### config.mk
export PLATFORM = sky130hd
export DESIGN_NAME = ibex_mem_bridge
export DESIGN_NICKNAME = d
export VERILOG_FILES = /design/src/rtl/ibex_mem_bridge.sv
export SDC_FILE = /design/constraint.sdc
export NUM_CORES = 1
export LEC_CHECK = 0
export BUFFER_PORTS_ARGS = -buffer_cell sky130_fd_sc_hd__buf_4
export CORE_ASPECT_RATIO = 0.8
export CORE_MARGIN = 2
export CORE_UTILIZATION = 43
export DETAILED_ROUTE_END_ITERATION = 10
export PLACE_DENSITY = 0.83
export SYNTH_ARGS = -nofsm -noshare
export SYNTH_HDL_FRONTEND = slang
export SYNTH_SLANG_ARGS = --single-unit
### constraint.sdc
create_clock -name clk_i -period 3.3 [get_ports clk_i]
set_input_delay 0.165 -clock clk_i [delete_from_list [all_inputs] [get_ports clk_i]]
set_output_delay 0.165 -clock clk_i [all_outputs]
set_load 0.01 [all_outputs]
### src/rtl/ibex_mem_bridge.sv
// Bridge from the Ibex req/gnt/rvalid port to a registered valid/ready A channel and in-order D channel.
// Optional statistics counters are enabled with the IBEX_MEM_BRIDGE_STATS_EN macro.
module ibex_mem_bridge #(
  parameter int ADDR_W          = 32,
  parameter int DATA_W          = 32,
  parameter int MAX_OUTSTANDING = 2,
  parameter int CNT_W           = $clog2(MAX_OUTSTANDING + 1)
) (
  input  logic                clk_i,
  input  logic                rst_i,
  input  logic                req_i,
  output logic                gnt_o,
  input  logic [ADDR_W-1:0]   addr_i,
  input  logic                we_i,
  input  logic [DATA_W/8-1:0] be_i,
  input  logic [DATA_W-1:0]   wdata_i,
  output logic                rvalid_o,
  output logic [DATA_W-1:0]   rdata_o,
  output logic                err_o,
  output logic                a_valid_o,
  input  logic                a_ready_i,
  output logic [ADDR_W-1:0]   a_addr_o,
  output logic                a_we_o,
  output logic [DATA_W/8-1:0] a_be_o,
  output logic [DATA_W-1:0]   a_wdata_o,
  input  logic                d_valid_i,
  output logic                d_ready_o,
  input  logic [DATA_W-1:0]   d_rdata_i,
  input  logic                d_err_i,
  output logic [CNT_W-1:0]    outstanding_o,
  output logic                spurious_o,
  output logic [31:0]         req_count_o,
  output logic [31:0]         err_count_o
);

  localparam int BE_W = DATA_W / 8;
  localparam logic [CNT_W-1:0] MAX_CNT = CNT_W'(MAX_OUTSTANDING);

  logic [CNT_W-1:0]  cnt_q, cnt_d;
  logic              a_valid_q, a_valid_d;
  logic [ADDR_W-1:0] a_addr_q;
  logic              a_we_q;
  logic [BE_W-1:0]   a_be_q;
  logic [DATA_W-1:0] a_wdata_q;
  logic              rvalid_q;
  logic [DATA_W-1:0] rdata_q;
  logic              err_q;
  logic              spurious_q, spurious_d;
  logic              gnt, d_ready, d_hs;

  // Credit check uses only the registered count, so a same-cycle D beat never
  // frees a credit combinationally (no d_valid -> gnt path).
  always_comb begin
    gnt        = req_i & (~a_valid_q | a_ready_i) & (cnt_q < MAX_CNT);
    d_ready    = (cnt_q != '0);
    d_hs       = d_valid_i & d_ready;
    cnt_d      = cnt_q;
    a_valid_d  = a_valid_q;
    spurious_d = spurious_q | (d_valid_i & ~d_ready);
    if (gnt && !d_hs) begin
      cnt_d = cnt_q + CNT_W'(1);
    end else if (!gnt && d_hs) begin
      cnt_d = cnt_q - CNT_W'(1);
    end
    if (gnt) begin
      a_valid_d = 1'b1;
    end else if (a_ready_i) begin
      a_valid_d = 1'b0;
    end
  end

  always_ff @(posedge clk_i or posedge rst_i) begin
    if (rst_i) begin
      cnt_q      <= '0;
      a_valid_q  <= 1'b0;
      a_addr_q   <= '0;
      a_we_q     <= 1'b0;
      a_be_q     <= '0;
      a_wdata_q  <= '0;
      rvalid_q   <= 1'b0;
      rdata_q    <= '0;
      err_q      <= 1'b0;
      spurious_q <= 1'b0;
    end else begin
      cnt_q      <= cnt_d;
      a_valid_q  <= a_valid_d;
      rvalid_q   <= d_hs;
      spurious_q <= spurious_d;
      if (gnt) begin
        a_addr_q  <= addr_i;
        a_we_q    <= we_i;
        a_be_q    <= be_i;
        a_wdata_q <= wdata_i;
      end
      if (d_hs) begin
        rdata_q <= d_rdata_i;
        err_q   <= d_err_i;
      end
    end
  end

`ifdef IBEX_MEM_BRIDGE_STATS_EN
  logic [31:0] req_cnt_q, err_cnt_q;

  always_ff @(posedge clk_i or posedge rst_i) begin
    if (rst_i) begin
      req_cnt_q <= '0;
      err_cnt_q <= '0;
    end else begin
      if (gnt) req_cnt_q <= req_cnt_q + 32'd1;
      if (rvalid_q && err_q) err_cnt_q <= err_cnt_q + 32'd1;
    end
  end

  assign req_count_o = req_cnt_q;
  assign err_count_o = err_cnt_q;
`else
  assign req_count_o = '0;
  assign err_count_o = '0;
`endif

  assign gnt_o         = gnt;
  assign d_ready_o     = d_ready;
  assign a_valid_o     = a_valid_q;
  assign a_addr_o      = a_addr_q;
  assign a_we_o        = a_we_q;
  assign a_be_o        = a_be_q;
  assign a_wdata_o     = a_wdata_q;
  assign rvalid_o      = rvalid_q;
  assign rdata_o       = rdata_q;
  assign err_o         = err_q;
  assign outstanding_o = cnt_q;
  assign spurious_o    = spurious_q;

endmodule

==> impl_metrics.yaml, run 1 <==
timing:
  relSlewSlack: 0.537
  setup_viol: 0
  hold_viol_final: 0
  period_needed_ps: 1910
  fin_skew_ps: 7.72
  rsz0062_at_grt: "false"
  fin_crit_sh: 0.578
  setup_tns_ps: 0
  max_freq_ghz: 0.524
  hold_slack_ps: 22.9
  maxSlewViolCount: 0
  worstMarginPinSlew_ps: 695
hold_path:
  min_path_type: "in -> reg"
  holdCritStartpoint: "a_ready_i"
  hold_end: "a_valid_o$_DFFE_PP0P_"
  hold_depth: 2
status:
  status: "finished, final reports clean"
placed_design:
  place_inst: 648
  gp_congestion: 0.720
  hpwl_mm: 7.50
  postPlaceCellArea_mm2: 0.00601
  io_buffers: 215
pwr:
  p_total_mw: 5.85
  power_density_mw_per_mm2: 924
  ir_worst_vdd_mv: 0.479
  leakagePower_nw: 3.14
global_route:
  grt-ovfl-total: 0
  grt_max_degree: 59
  antenna_found_initial: 0
  grt_pass1_wl_mm: 14.9
  first_global_vias: 2938
  grt_use_total: 0.168
floorplan:
  core-area_mm2: 0.0103
  start_util: 0.442
  ioPinCount: 280
  die_area_mm2: 0.0114
  die_x_um: 119
  rows: 33
  die_h_um: 95.9
cells_and_area:
  drive_gt1_frac: 0.644
  diodes: 0
  area_growth_pct: 39.3
  final_area_mm2: 0.00633
  final_cells: 665
  final_nets: 628
  final_cell_mix: "buf_4 (219), dfrtp_1 (107), mux2_2 (98)"
  layout_commonest_cell: "buf_4"
setup_path:
  startpoint_type: "register"
  crit_top_cell: "buf_4"
  cp.arrival_ps: 1740
  r2r-start: "outstanding_o[1]$_DFFE_PP0P_"
  worstPathRequired_ps: 3130
  crit_path_top_delay_cell: "dfrtp_1"
  r2r_cells: 4
  cp_top_family: "buffers and inverters"
  crit_buf_inv: 2
  critPathMaxStageDelay_ps: 440
  path_cells: "nand2b_4 > a21oi_4 > buf_4 > buf_4"
  ff2ff_setup_slack_ps: 1440
  r2r_end: "a_wdata_o[21]$_DFFE_PP0P_"
  crit_type: "reg -> out"
  path_max_fanout: 26
  setup.worst_path.end_class: "primary output"
drt:
  routedWlPerCell_um: 14.5
  dr.pass1.iters: 4
  routed_wl_mm: 9.65
  vias: 2869
  drt_iter0_drc: 71
  route.detailed.drc: 0
  antenna_left: 0
  vias_per_cell: 4.31
clock_network:
  post_cts_buffers: 0
  cts_sinks: 107
  clk_latency_ps: 340
  cts-root-buf: "clkbuf_16"
  htreeDepth: 3
  cts_tree: "yes"
  cts_buffer_depth: 2
  clk_pin_slew_worst_paths_ps: 70
  cts_inserted_buffers: 9
synth:
  netlist_area_mm2: 0.00454
  seq_area_frac_synth: 0.590
  syn_inst: 300
  syn_area_per_cell_um2: 15.1
  ys.warnings.count: 0
  post_synth_num_cell_types: 17
  ys_ff_latch: 107
run:
  maxCapViolations: 0
[per-stage QoR]
stage / setup WS (ps) / utilization
after floorplan: 318 / -
after global placement: 1520 / 0.584
after detailed placement: 1430 / 0.584
after CTS: 1370 / 0.615
after global routing: 1280 / 0.615
final: 1390 / 0.615
[what timing repair did]
item                                   4_1_cts  5_1_grt
hold buffers                                 1        0
endpoints found under the hold margin       56        0
gates resized for setup                      0        0
[layer usage]
metal	GRT usage	part of all wire	wire (um)
met2	0.285	0.52	5000
met1	0.207	0.40	3850
met5	0	0	0
met3	0.0545	0.072	692
met4	0.0536	0.012	112
[worst reg2reg max path, stage by stage, from the launching register on]
cell      delay [ps]
dfrtp_1          440
nand2b_4         180
a21oi_4          210
buf_4            500
mux2_2           420
[how the worst max path moves through the flow]
stage                                       from                      end  cells after the start
global placement    outstanding_o[1]$_DFFE_PP0P_  a_addr_o[0]$_DFFE_PP0P_                      4
finish              outstanding_o[1]$_DFFE_PP0P_                    gnt_o                      4
detailed placement  outstanding_o[1]$_DFFE_PP0P_  a_addr_o[5]$_DFFE_PP0P_                      4
global route        outstanding_o[1]$_DFFE_PP0P_                    gnt_o                      4
CTS                 outstanding_o[1]$_DFFE_PP0P_                    gnt_o                      4
floorplan                                  rst_i  a_addr_o[0]$_DFFE_PP0P_                      1
[cells in the mapped netlist]
library cell	instances	area [um^2]
a21o_1	1	7.51
a21oi_4	1	16.3
buf_4	64	480
buf_6	10	113
conb_1	1	3.75
dfrtp_1	107	2680
ha_1	1	12.5
inv_1	4	15.0
inv_2	1	3.75
mux2_1	4	45.0
mux2_2	98	1100
nand2_4	1	11.3
nand2b_4	1	13.8
nor2_1	2	7.51
o21ai_0	1	5.00
xnor2_1	1	8.76
xor2_1	2	17.5
[kinds of logic (layout without fill, tap and decap cells)]
family	after synthesis	count (layout)	synth area share
and+or+nand+nor	4	4	0.00716
DFF	107	107	0.590
other	1	64	0.000826
adders and majority gates	1	1	0.00275
AOI/OAI and AO/OA	3	3	0.00634
muxes	102	102	0.253
xor gates and xnor gates	3	3	0.00579
buffers and inverters	79	241	0.135
[flip-flops by register name (all words and copies together), names as in the netlist]
name,flops
spurious_o,1
a_wdata_o,32
a_be_o,4
a_addr_o,32
a_valid_o,1
rvalid_o,1
a_we_o,1
rdata_o,32
outstanding_o,2
err_o,1
[layout make-up]
type / instances / area [um^2]
Fill cell: 789 / 3960
Timing Repair Buffer: 220 / 1650
Clock buffer: 10 / 239
Inverter: 5 / 21.3
Sequential cell: 107 / 2680
Multi-Input combinational cell: 177 / 1490
Clock inverter: 6 / 70.1
Tap cell: 140 / 175
[power breakdown]
part	total, mW	switching [mW]	internal (mW)
Combinational	2.46	1.01	1.46
Sequential	2.31	0.354	1.95
Clock	1.08	0.465	0.615
(Power assumes the default switching activity.)
==> inputs of run 2 (changes only) <==
==> constraint.sdc (replaced) <==
create_clock -name clk_i -period 1.9 [get_ports clk_i]
set_input_delay 0.095 -clock clk_i [delete_from_list [all_inputs] [get_ports clk_i]]
set_output_delay 0.095 -clock clk_i [all_outputs]
set_load 0.01 [all_outputs]
==> impl_metrics.yaml, run 2 (synthesized netlist as in run 1, its figures left out) <==
status:
  status: "finished, final reports clean"
timing:
  fin_skew_ps: 5.36
  period_needed_ps: 1690
  maxSlewViolCount: 0
  setup_viol: 0
  hold_slack_ps: 32.2
  hold_viol_final: 0
  fin_crit_sh: 0.889
  max_freq_ghz: 0.592
  rsz0062_at_grt: "false"
  setup_tns_ps: 0
  relSlewSlack: 0.607
  worstMarginPinSlew_ps: 589
global_route:
  grt_max_degree: 108
  first_global_vias: 3607
  grt_use_total: 0.204
  grt-ovfl-total: 0
  grt_pass1_wl_mm: 17.8
  antenna_found_initial: 0
hold_path:
  holdCritStartpoint: "wdata_i[12]"
  hold_depth: 2
  min_path_type: "in -> reg"
  hold_end: "a_wdata_o[12]$_DFFE_PP0P_"
setup_path:
  r2r-start: "outstanding_o[0]$_DFFE_PP0P_"
  setup.worst_path.end_class: "primary output"
  r2r_end: "outstanding_o[1]$_DFFE_PP0P_"
  ff2ff_setup_slack_ps: 280
  crit_start: "outstanding_o[1]$_DFFE_PP0P_"
  worstPathRequired_ps: 1800
  cp.arrival_ps: 1590
  path_max_fanout: 40
  startpoint_type: "register"
  crit_type: "reg -> out"
  r2r_cells: 7
drt:
  routed_wl_mm: 11.8
  routedWlPerCell_um: 15.4
  dr.pass1.iters: 4
  antenna_left: 0
  drt_iter0_drc: 112
  vias: 3339
  route.detailed.drc: 0
  vias_per_cell: 4.34
cells_and_area:
  final_cell_mix: "buf_4 (215), dfrtp_1 (107), dlygate4sd3_1 (105)"
  final_nets: 732
  drive_gt1_frac: 0.536
  area_growth_pct: 63.3
  layout_commonest_cell: "buf_4"
  final_cells: 770
run:
  maxCapViolations: 0
placed_design:
  io_buffers: 215
  place_inst: 648
  gp_congestion: 0.713
  hpwl_mm: 7.46
floorplan:
  rows: 33
  core-area_mm2: 0.0103
  die_x_um: 119
  ioPinCount: 280
  start_util: 0.442
  die_h_um: 95.9
  die_area_mm2: 0.0114
clock_network:
  cts-root-buf: "clkbuf_16"
  clk_pin_slew_worst_paths_ps: 70
  cts_sinks: 107
  cts_buffer_depth: 2
  cts_tree: "yes"
  clk_latency_ps: 340
  post_cts_buffers: 0
  htreeDepth: 3
  cts_inserted_buffers: 9
pwr:
  p_total_mw: 10.5
  leakagePower_nw: 3.58
  ir_worst_vdd_mv: 1.00
  power_density_mw_per_mm2: 1420
## run 2: changes by cell type in the layout (fill, tap and decap cells not counted), sizes merged
cell         previous run  this run
clkinv                  3         1
dlygate4sd3             1       105
clkbuf                 10        11
inv                     7         6
clkinvlp                0         2
diode                   0         1
## run 2: final cells by class
class | count | area [um^2]
Clock buffer | 11 | 243
Antenna cell | 1 | 2.50
Timing Repair Buffer | 324 | 2750
Inverter | 5 | 22.5
Multi-Input combinational cell | 177 | 1490
Fill cell | 631 | 2870
Tap cell | 140 | 175
Sequential cell | 107 | 2680
Clock inverter | 5 | 60.1
## run 2: timing repair
action                                 4_1_cts  5_1_grt
endpoints found under the hold margin      210        0
gates resized for setup                      0        0
hold buffers                               105        0
## run 2: layer usage
metal,track usage,vias up,wire [um]
met3,0.0675,20,811
met5,0,-,0
met4,0.0823,0,227
met2,0.384,157,6560
met1,0.212,1632,4240
li1,-,1530,-
## run 2: where the power goes
| group | leakage, nW | internal, mW | switching, mW | total [mW] |
|---|---|---|---|---|
| registers | 1.25 | 3.39 | 0.642 | 4.03 |
| clock network | 0.147 | 1.07 | 0.817 | 1.88 |
| logic | 2.18 | 2.74 | 1.88 | 4.62 |
| total | 3.58 | 7.19 | 3.34 | 10.5 |
## run 2: worst max path at each step
stage                                              end  slack [ps]  depth (start not counted)
after floorplan           outstanding_o[1]$_DFFE_PP0P_         270                          7
after global placement    outstanding_o[1]$_DFFE_PP0P_         380                          7
after detailed placement  outstanding_o[1]$_DFFE_PP0P_         290                          6
after CTS                                        gnt_o         190                          4
after global routing      outstanding_o[1]$_DFFE_PP0P_         130                          7
final                                            gnt_o         210                          4
## run 2: stage by stage
stage	instance area [um^2]	worst slack [ps]	utilization
CTS	7410	191	0.721
global placement	6060	381	0.589
floorplan	4780	267	-
detailed placement	6060	290	0.589
global route	7410	135	0.721
finish	7410	211	0.721
## run 2: critical path, cell delays in order (launching register included)
cell and delay, ps:
dfrtp_1 420, nand2b_4 170, a21oi_4 210, buf_12 260, buf_4 170
